File: src/rtl/bpred_pkg.sv
// Shared types for the branch predictor update path:
// queued update entries and the update scheduler states.
package bpred_pkg;

   localparam int BPRED_ADDR_W = 32;

   typedef struct packed {
      logic [BPRED_ADDR_W-1:0] pc;
      logic [BPRED_ADDR_W-1:0] target;
      logic                    taken;
      logic                    pred;
   } bpred_update_t;

   typedef enum logic [1:0] {
      IDLE  = 2'd0,
      PEND  = 2'd1,
      FORCE = 2'd2
   } bpred_sched_state_t;

   function automatic bpred_update_t bpred_pack(
      input logic [BPRED_ADDR_W-1:0] pc,
      input logic [BPRED_ADDR_W-1:0] target,
      input logic                    taken,
      input logic                    pred
   );
      bpred_update_t e;
      e.pc     = pc;
      e.target = target;
      e.taken  = taken;
      e.pred   = pred;
      return e;
   endfunction

endpackage

File: src/rtl/bpred_update_fifo.sv
// In-order queue of resolved branch updates waiting
// for the predictor table write port.
module bpred_update_fifo
   import bpred_pkg::*;
#(
   parameter int DEPTH = 4
) (
   input  logic                     CLK,
   input  logic                     nRST,
   input  logic                     push,
   input  logic                     pop,
   input  bpred_update_t            din,
   output bpred_update_t            head,
   output logic [$clog2(DEPTH):0]   count
);

   localparam int PW = $clog2(DEPTH);
   localparam int CW = PW + 1;

   bpred_update_t mem [DEPTH];
   logic [PW-1:0] wr_ptr;
   logic [PW-1:0] rd_ptr;

   // Power-of-two depth lets the pointers wrap by overflow.
   always_ff @(posedge CLK or negedge nRST) begin
      if (!nRST) begin
         wr_ptr <= '0;
         rd_ptr <= '0;
         count  <= '0;
      end else begin
         if (push) wr_ptr <= wr_ptr + PW'(1);
         if (pop)  rd_ptr <= rd_ptr + PW'(1);
         unique case ({push, pop})
            2'b10:   count <= count + CW'(1);
            2'b01:   count <= count - CW'(1);
            default: count <= count;
         endcase
      end
   end

   always_ff @(posedge CLK) begin
      if (push) mem[wr_ptr] <= din;
   end

   assign head = mem[rd_ptr];

endmodule

File: src/rtl/bpred_update_scheduler.sv
// Schedules queued branch outcomes into the shared
// single-ported predictor table, with a starvation guard.
module bpred_update_scheduler
   import bpred_pkg::*;
#(
   parameter int DEPTH        = 4,
   parameter int STARVE_LIMIT = 8,
   parameter int ADDR_W       = 32
) (
   input  logic                    CLK,
   input  logic                    nRST,
   input  logic                    resolve_valid,
   output logic                    resolve_ready,
   input  logic [ADDR_W-1:0]       resolve_pc,
   input  logic [ADDR_W-1:0]       resolve_target,
   input  logic                    resolve_taken,
   input  logic                    resolve_pred,
   input  logic                    lookup_req,
   output logic                    lookup_grant,
   output logic                    tbl_wr_en,
   output logic [ADDR_W-1:0]       tbl_wr_pc,
   output logic [ADDR_W-1:0]       tbl_wr_target,
   output logic                    tbl_wr_taken,
   output logic                    update_predictor,
   output logic                    prediction,
   output logic                    branch_result,
   output logic [$clog2(DEPTH):0]  queue_count
);

   localparam int QW = $clog2(DEPTH) + 1;
   localparam int SW = $clog2(STARVE_LIMIT + 1);
   localparam logic [SW-1:0] S_LAST = SW'(STARVE_LIMIT - 1);
   localparam logic [SW-1:0] S_MAX  = {SW{1'b1}};

   bpred_sched_state_t state;
   logic [SW-1:0]      starve_cnt;
   bpred_update_t      head;
   bpred_update_t      din;
   logic               push;
   logic               force_wr;
   logic               last_out;

   assign din = bpred_pack(
      BPRED_ADDR_W'(resolve_pc),
      BPRED_ADDR_W'(resolve_target),
      resolve_taken,
      resolve_pred
   );

   assign resolve_ready = (queue_count != QW'(DEPTH));
   assign push          = resolve_valid & resolve_ready;

   assign force_wr      = (state == FORCE);
   assign lookup_grant  = lookup_req & ~force_wr;
   assign tbl_wr_en     = (queue_count != '0) &
                          (~lookup_req | force_wr);

   assign tbl_wr_pc     = ADDR_W'(head.pc);
   assign tbl_wr_target = ADDR_W'(head.target);
   assign tbl_wr_taken  = head.taken;

   // The write about to retire is the last entry unless one arrives.
   assign last_out = (queue_count == QW'(1)) & ~push;

   bpred_update_fifo #(
      .DEPTH (DEPTH)
   ) u_fifo (
      .CLK   (CLK),
      .nRST  (nRST),
      .push  (push),
      .pop   (tbl_wr_en),
      .din   (din),
      .head  (head),
      .count (queue_count)
   );

   always_ff @(posedge CLK or negedge nRST) begin
      if (!nRST) begin
         state      <= IDLE;
         starve_cnt <= '0;
      end else begin
         unique case (state)
            IDLE: begin
               starve_cnt <= '0;
               if (push) state <= PEND;
            end
            PEND: begin
               if (tbl_wr_en) begin
                  starve_cnt <= '0;
                  if (last_out) state <= IDLE;
               end else if (lookup_req) begin
                  if (starve_cnt != S_MAX)
                     starve_cnt <= starve_cnt + SW'(1);
                  if (starve_cnt == S_LAST)
                     state <= FORCE;
               end
            end
            FORCE: begin
               starve_cnt <= '0;
               state      <= last_out ? IDLE : PEND;
            end
            default: begin
               starve_cnt <= '0;
               state      <= IDLE;
            end
         endcase
      end
   end

   always_ff @(posedge CLK or negedge nRST) begin
      if (!nRST) begin
         update_predictor <= 1'b0;
         prediction       <= 1'b0;
         branch_result    <= 1'b0;
      end else begin
         update_predictor <= tbl_wr_en;
         prediction       <= tbl_wr_en & head.pred;
         branch_result    <= tbl_wr_en & head.taken;
      end
   end

endmodule

File: config.mk
export PLATFORM = sky130hd
export DESIGN_NAME = bpred_update_scheduler
export DESIGN_NICKNAME = d
export VERILOG_FILES = /design/src/rtl/bpred_pkg.sv /design/src/rtl/bpred_update_fifo.sv /design/src/rtl/bpred_update_scheduler.sv
export SDC_FILE = /design/constraint.sdc
export NUM_CORES = 1
export LEC_CHECK = 0
export CAP_MARGIN = 20
export CORE_UTILIZATION = 58
export CTS_CLUSTER_SIZE = 14
export DETAILED_ROUTE_END_ITERATION = 8
export PLACE_DENSITY = 0.84
export SKIP_CTS_REPAIR_TIMING = 1
export SYNTH_ARGS = -nofsm -noshare
export SYNTH_HDL_FRONTEND = slang
export SYNTH_HIERARCHICAL = 1
export SYNTH_SLANG_ARGS = --single-unit
File: constraint.sdc
create_clock -name CLK -period 5.99 [get_ports CLK]
set_input_delay 0.599 -clock CLK [delete_from_list [all_inputs] [get_ports CLK]]
set_output_delay 0.599 -clock CLK [all_outputs]
set_load 0.1 [all_outputs]
==> results of run 1 <==
[how the worst max path moves through the flow]
| stage | to | slack (ns) | depth (start not counted) |
|---|---|---|---|
| final | tbl_wr_pc[27] | 1.91 | 3 |
| after global routing | tbl_wr_pc[27] | 1.69 | 3 |
| after CTS | tbl_wr_pc[27] | 1.79 | 3 |
| after detailed placement | tbl_wr_pc[29] | 2.40 | 3 |
| after global placement | tbl_wr_pc[29] | 2.40 | 3 |
| after floorplan | u_fifo/mem[0][0] | 1.76 | 3 |
[flip-flops by register name (all words and copies together), names as in the netlist]
| signal | flops |
|---|---|
| u_fifo/wr_ptr | 2 |
| prediction | 1 |
| u_fifo/rd_ptr | 2 |
| u_fifo/count | 3 |
| branch_result | 1 |
| u_fifo/mem | 264 |
| state | 2 |
| starve_cnt | 4 |
| update_predictor | 1 |
[synth_stat cells]
library cell,instances
nand3_1,5
xnor2_1,3
o2bb2a_1,1
a21oi_1,4
or4b_4,1
edfxtp_1,264
fa_1,1
clkbuf_2,1
buf_6,1
nand4b_1,2
buf_4,4
mux4_2,66
ha_1,6
o211ai_2,1
a31oi_1,1
mux2_2,1
buf_2,4
nor3_1,1
or3b_1,1
nor2b_1,2
buf_1,3
dfrtp_1,16
o21ai_1,1
nand2_1,4
inv_1,3
nor4_1,1
nor2_1,4
nor3_2,1
o21ai_0,1
o211ai_1,2
xor2_1,3
and2_1,9
buf_12,3
nand2b_1,3
[kinds of logic (layout without fill, tap and decap cells)]
| logic type | after synthesis | count (layout) | synth area share |
|---|---|---|---|
| buf+inv | 19 | 195 | 0.0143 |
| mux | 67 | 67 | 0.144 |
| simple gates | 34 | 34 | 0.0196 |
| flops | 280 | 280 | 0.801 |
| compound gates | 11 | 11 | 0.00710 |
| fa+ha+maj | 7 | 7 | 0.00914 |
| xor+xnor | 6 | 6 | 0.00505 |
[stage by stage]
step           worst slack [ns]   util  instances
2_1_floorplan              1.76      -        424
3_3_place_gp               2.40  0.689        778
3_5_place_dp               2.40  0.689        778
4_1_cts                    1.79  0.739        825
5_1_grt                    1.69  0.739        825
6_report                   1.91  0.739        825
[per-layer routing]
metal / vias up / GRT usage / wire, um
met5: - / 0 / 0
li1: 2105 / - / -
met1: 2437 / 0.287 / 7410
met3: 21 / 0.0358 / 1180
met4: 0 / 0.0549 / 293
met2: 181 / 0.351 / 9610
[cell type report]
type | count | share of cell area
Clock inverter | 14 | 0.0131
Multi-Input combinational cell | 125 | 0.150
Sequential cell | 280 | 0.647
Inverter | 3 | 0.000875
Clock buffer | 33 | 0.0542
Timing Repair Buffer | 145 | 0.112
Tap cell | 225 | 0.0219
==> flow_summary.yaml, run 1 <==
timing:
  finalHoldViolCount: 0
  fin_tns_setup_ns: 0
  fin_crit_sh: 0.681
  min_period_ns: 4.08
  rsz0062_at_grt: "no"
  max_freq_mhz: 245
  finalSetupViolCount: 0
  worst_hold_slack_ns: 0.527
  fin_worst_skew_ns: 0.0134
  tightest_slew_ns: 1.05
  max_slew_margin: 0.301
  drv_slew: 0
cts:
  path_clk_slew_ns: 0.06
  clk_path_buf_depth: 3
  root_buffer: "clkbuf_16"
  h-tree-depth: 1
  cts_buffers: 27
  clock_sinks: 280
  tritoncts: "done"
  clk_latency_ns: 0.52
yosys:
  synthCells: 424
  postSynthAreaPerCell_um2: 24.5
  synth_top_area_frac: 0.762
  yosysTopAreaCell: "edfxtp_1"
  synth_nets: 501
  yosysUniqueCellTypes: 34
  yosysSeqAreaShare: 0.801
  yosysWarnings: 6
  synth-seq-cells: 280
  synthTopCellsByArea: "edfxtp_1 (76%), mux4_2 (14%), dfrtp_1 (3.8%)"
  synth_area_mm2: 0.0104
global_routing:
  grt_max_degree: 68
  grt_pass1_wl_um: 28400
  grtUsageTotal: 0.209
  grt_pass1_vias: 4959
  antenna_found_initial: 0
  overflow: 0
placed_design:
  io_buffer_count: 143
  place.gp.congestion: 0.754
  hpwl_um: 10300
  placed_cell_area_mm2: 0.0120
finish:
  diodes: 0
  area_delta_synth_final_pct: 23.8
  final_cell_mix: "edfxtp_1 (264), clkdlybuf4s50_1 (143), mux4_2 (66)"
  nNetsFinal: 659
  area.sequential_mm2: 0.00834
  layout_commonest_cell: "edfxtp_1"
  nFillCells: 977
  fin_area_mm2: 0.0129
  drive_gt1_frac: 0.192
  multiInputGateArea_mm2: 0.00193
drt:
  via_per_inst: 5.75
  drcViolationCount: 0
  post_drt_wl_per_cell_um: 22.4
  drt_wl_total_um: 18500
  drt-initial-drc-count: 290
  num_vias: 4744
  postRouteAntennaNets: 0
  drt-pass1-iter-count: 4
setup_path:
  critPathLaunchType: "register"
  worst-path-buf-inv: 2
  rr_startpoint: "u_fifo/count[1]"
  critPathCaptureType: "output pin"
  crit_chain: "buf_4, mux4_2, clkdlybuf4s50_1"
  path_class: "reg2out"
  cp.required_ns: 5.39
  cp_top_family: "buffers and inverters"
  critPathMaxStageDelay_ns: 1.01
  r2r_slack_ns: 3.65
  arrival_ns: 3.48
  critPathLaunch: "u_fifo/rd_ptr[0]"
  cpMaxStageDelayCell: "clkdlybuf4s50_1"
  path_max_fanout: 29
  rr_worst_depth: 3
  r2r-end: "u_fifo/mem[0][38]"
outcome:
  status: "finished clean"
die:
  chipWidth_um: 136
  io-pin-count: 144
  die_area_mm2: 0.0185
  start_util: 0.597
  rows: 48
  die_h_um: 136
  fp.coreArea_mm2: 0.0174
job:
  maxCapViolations: 0
worst_hold_path:
  min_path_type: "in2async"
Power of run 1 is not shown: default switching activity piles up to over one toggle a cycle in this logic, so the estimate is an artifact.
==> run 2: changes to the inputs <==
--- a/config.mk
+++ b/config.mk
@@ -6,10 +6,10 @@
 export NUM_CORES = 1
 export LEC_CHECK = 0
 export CAP_MARGIN = 20
-export CORE_UTILIZATION = 58
+export CORE_UTILIZATION = 49
 export CTS_CLUSTER_SIZE = 14
 export DETAILED_ROUTE_END_ITERATION = 8
-export PLACE_DENSITY = 0.84
+export PLACE_DENSITY = 0.75
 export SKIP_CTS_REPAIR_TIMING = 1
 export SYNTH_ARGS = -nofsm -noshare
 export SYNTH_HDL_FRONTEND = slang
==> constraint.sdc (replaced) <==
create_clock -name CLK -period 3.4 [get_ports CLK]
set_input_delay 0.34 -clock CLK [delete_from_list [all_inputs] [get_ports CLK]]
set_output_delay 0.34 -clock CLK [all_outputs]
set_load 0.1 [all_outputs]
==> flow_summary.yaml, run 2 (synthesis results as in run 1) <==
finish:
  reg_top3: "u_fifo/mem (264), starve_cnt (4), u_fifo/count (3)"
  multiInputGateArea_mm2: 0.00194
  nFillCells: 1391
  drive_gt1_frac: 0.331
  largest_register_ffs: 264
  area.sequential_mm2: 0.00834
  diodes: 0
  final_util: 0.634
  layout_commonest_cell: "edfxtp_1"
  final_cell_mix: "edfxtp_1 (264), buf_4 (83), clkdlybuf4s50_1 (76)"
  nNetsFinal: 675
  area_delta_synth_final_pct: 25.0
  largest-register: "u_fifo/mem"
drt:
  drt-initial-drc-count: 267
  drcViolationCount: 0
  postRouteAntennaNets: 0
  num_vias: 4836
  post_drt_wl_per_cell_um: 22.0
  drt_wl_total_um: 19600
  drt-pass1-iter-count: 4
  via_per_inst: 5.44
setup_path:
  path_max_fanout: 25
  arrival_ns: 2.50
  critPathCaptureType: "output pin"
  path_class: "reg2out"
  critPathLaunchType: "register"
  cp.required_ns: 3.06
cts:
  path_clk_slew_ns: 0.06
  root_buffer: "clkbuf_16"
  tritoncts: "done"
  clock_sinks: 280
  clk_path_buf_depth: 3
  h-tree-depth: 1
  cts_buffers: 28
  clk_latency_ns: 0.54
die:
  rows: 52
  fp.coreArea_mm2: 0.0205
  start_util: 0.507
  chipWidth_um: 148
  die_h_um: 148
  io-pin-count: 144
  die_area_mm2: 0.0218
timing:
  max_freq_mhz: 352
  finalSetupViolCount: 0
  drv_slew: 0
  fin_crit_sh: 0.835
  min_period_ns: 2.84
  rsz0062_at_grt: "no"
  fin_worst_skew_ns: 0.0160
  tightest_slew_ns: 1.01
  max_slew_margin: 0.326
  finalHoldViolCount: 0
  worst_hold_slack_ns: 0.259
global_routing:
  antenna_found_initial: 1
  grt_use_met1: 0.251
  top_usage_layer: "met2"
  grt_pass1_wl_um: 30100
  use_met2: 0.315
  overflow: 0
  grt_pass1_vias: 5197
  grt_max_degree: 46
  grtUsageTotal: 0.186
  groute.layer.met3.usage: 0.0352
worst_hold_path:
  min_path_type: "in2async"
job:
  maxCapViolations: 0
placed_design:
  io_buffer_count: 143
  place.gp.congestion: 0.743
  hpwl_um: 12500
outcome:
  status: "finished clean"
## run 2: layer usage
metal | up-vias | wire length, um
li1 | 2138 | -
met1 | 2520 | 8070
met2 | 155 | 10000
met3 | 23 | 1170
met4 | 0 | 300
met5 | - | 0
## run 2: per-stage QoR
step | instances | cell area (um^2) | TNS, ns | setup slack [ns]
2_1_floorplan | 424 | 10400 | -30.36 | -0.115
3_3_place_gp | 838 | 12000 | 0 | 1.03
3_5_place_dp | 838 | 12000 | 0 | 0.908
4_1_cts | 889 | 13000 | 0 | 0.485
5_1_grt | 889 | 13000 | 0 | 0.420
6_report | 889 | 13000 | 0 | 0.560
## run 2: worst max-delay path, cell delays in order, from the launching register on
cell,delay (ns)
dfrtp_4,0.77
buf_4,0.37
mux4_2,0.56
buf_4,0.25
## run 2: area by class of cell
| class | instances | share of cell area |
|---|---|---|
| multi-input cells | 125 | 0.149 |
| flip-flops and latches | 280 | 0.641 |
| clock buffers | 29 | 0.0542 |
| inverters | 3 | 0.000866 |
| clock inverters | 22 | 0.0208 |
| repair buffers | 160 | 0.108 |
| well taps | 270 | 0.0260 |
## run 2: worst paths after layout
kind | from | to | slack (ns) | cells past startpoint
max in group asynchronous | nRST | u_fifo/rd_ptr[1] | 2.58 | 1
worst min-delay path | nRST | starve_cnt[0] | 0.26 | 1
worst max-delay path | u_fifo/rd_ptr[0] | tbl_wr_pc[26] | 0.56 | 3
worst max register to register | u_fifo/count[0] | u_fifo/count[1] | 1.06 | 6
worst min register to register | u_fifo/wr_ptr[0] | u_fifo/wr_ptr[0] | 0.55 | 1
min in group CLK | resolve_pc[18] | u_fifo/mem[3][52] | 0.44 | 1
Power of run 2 is left out for the same reason.
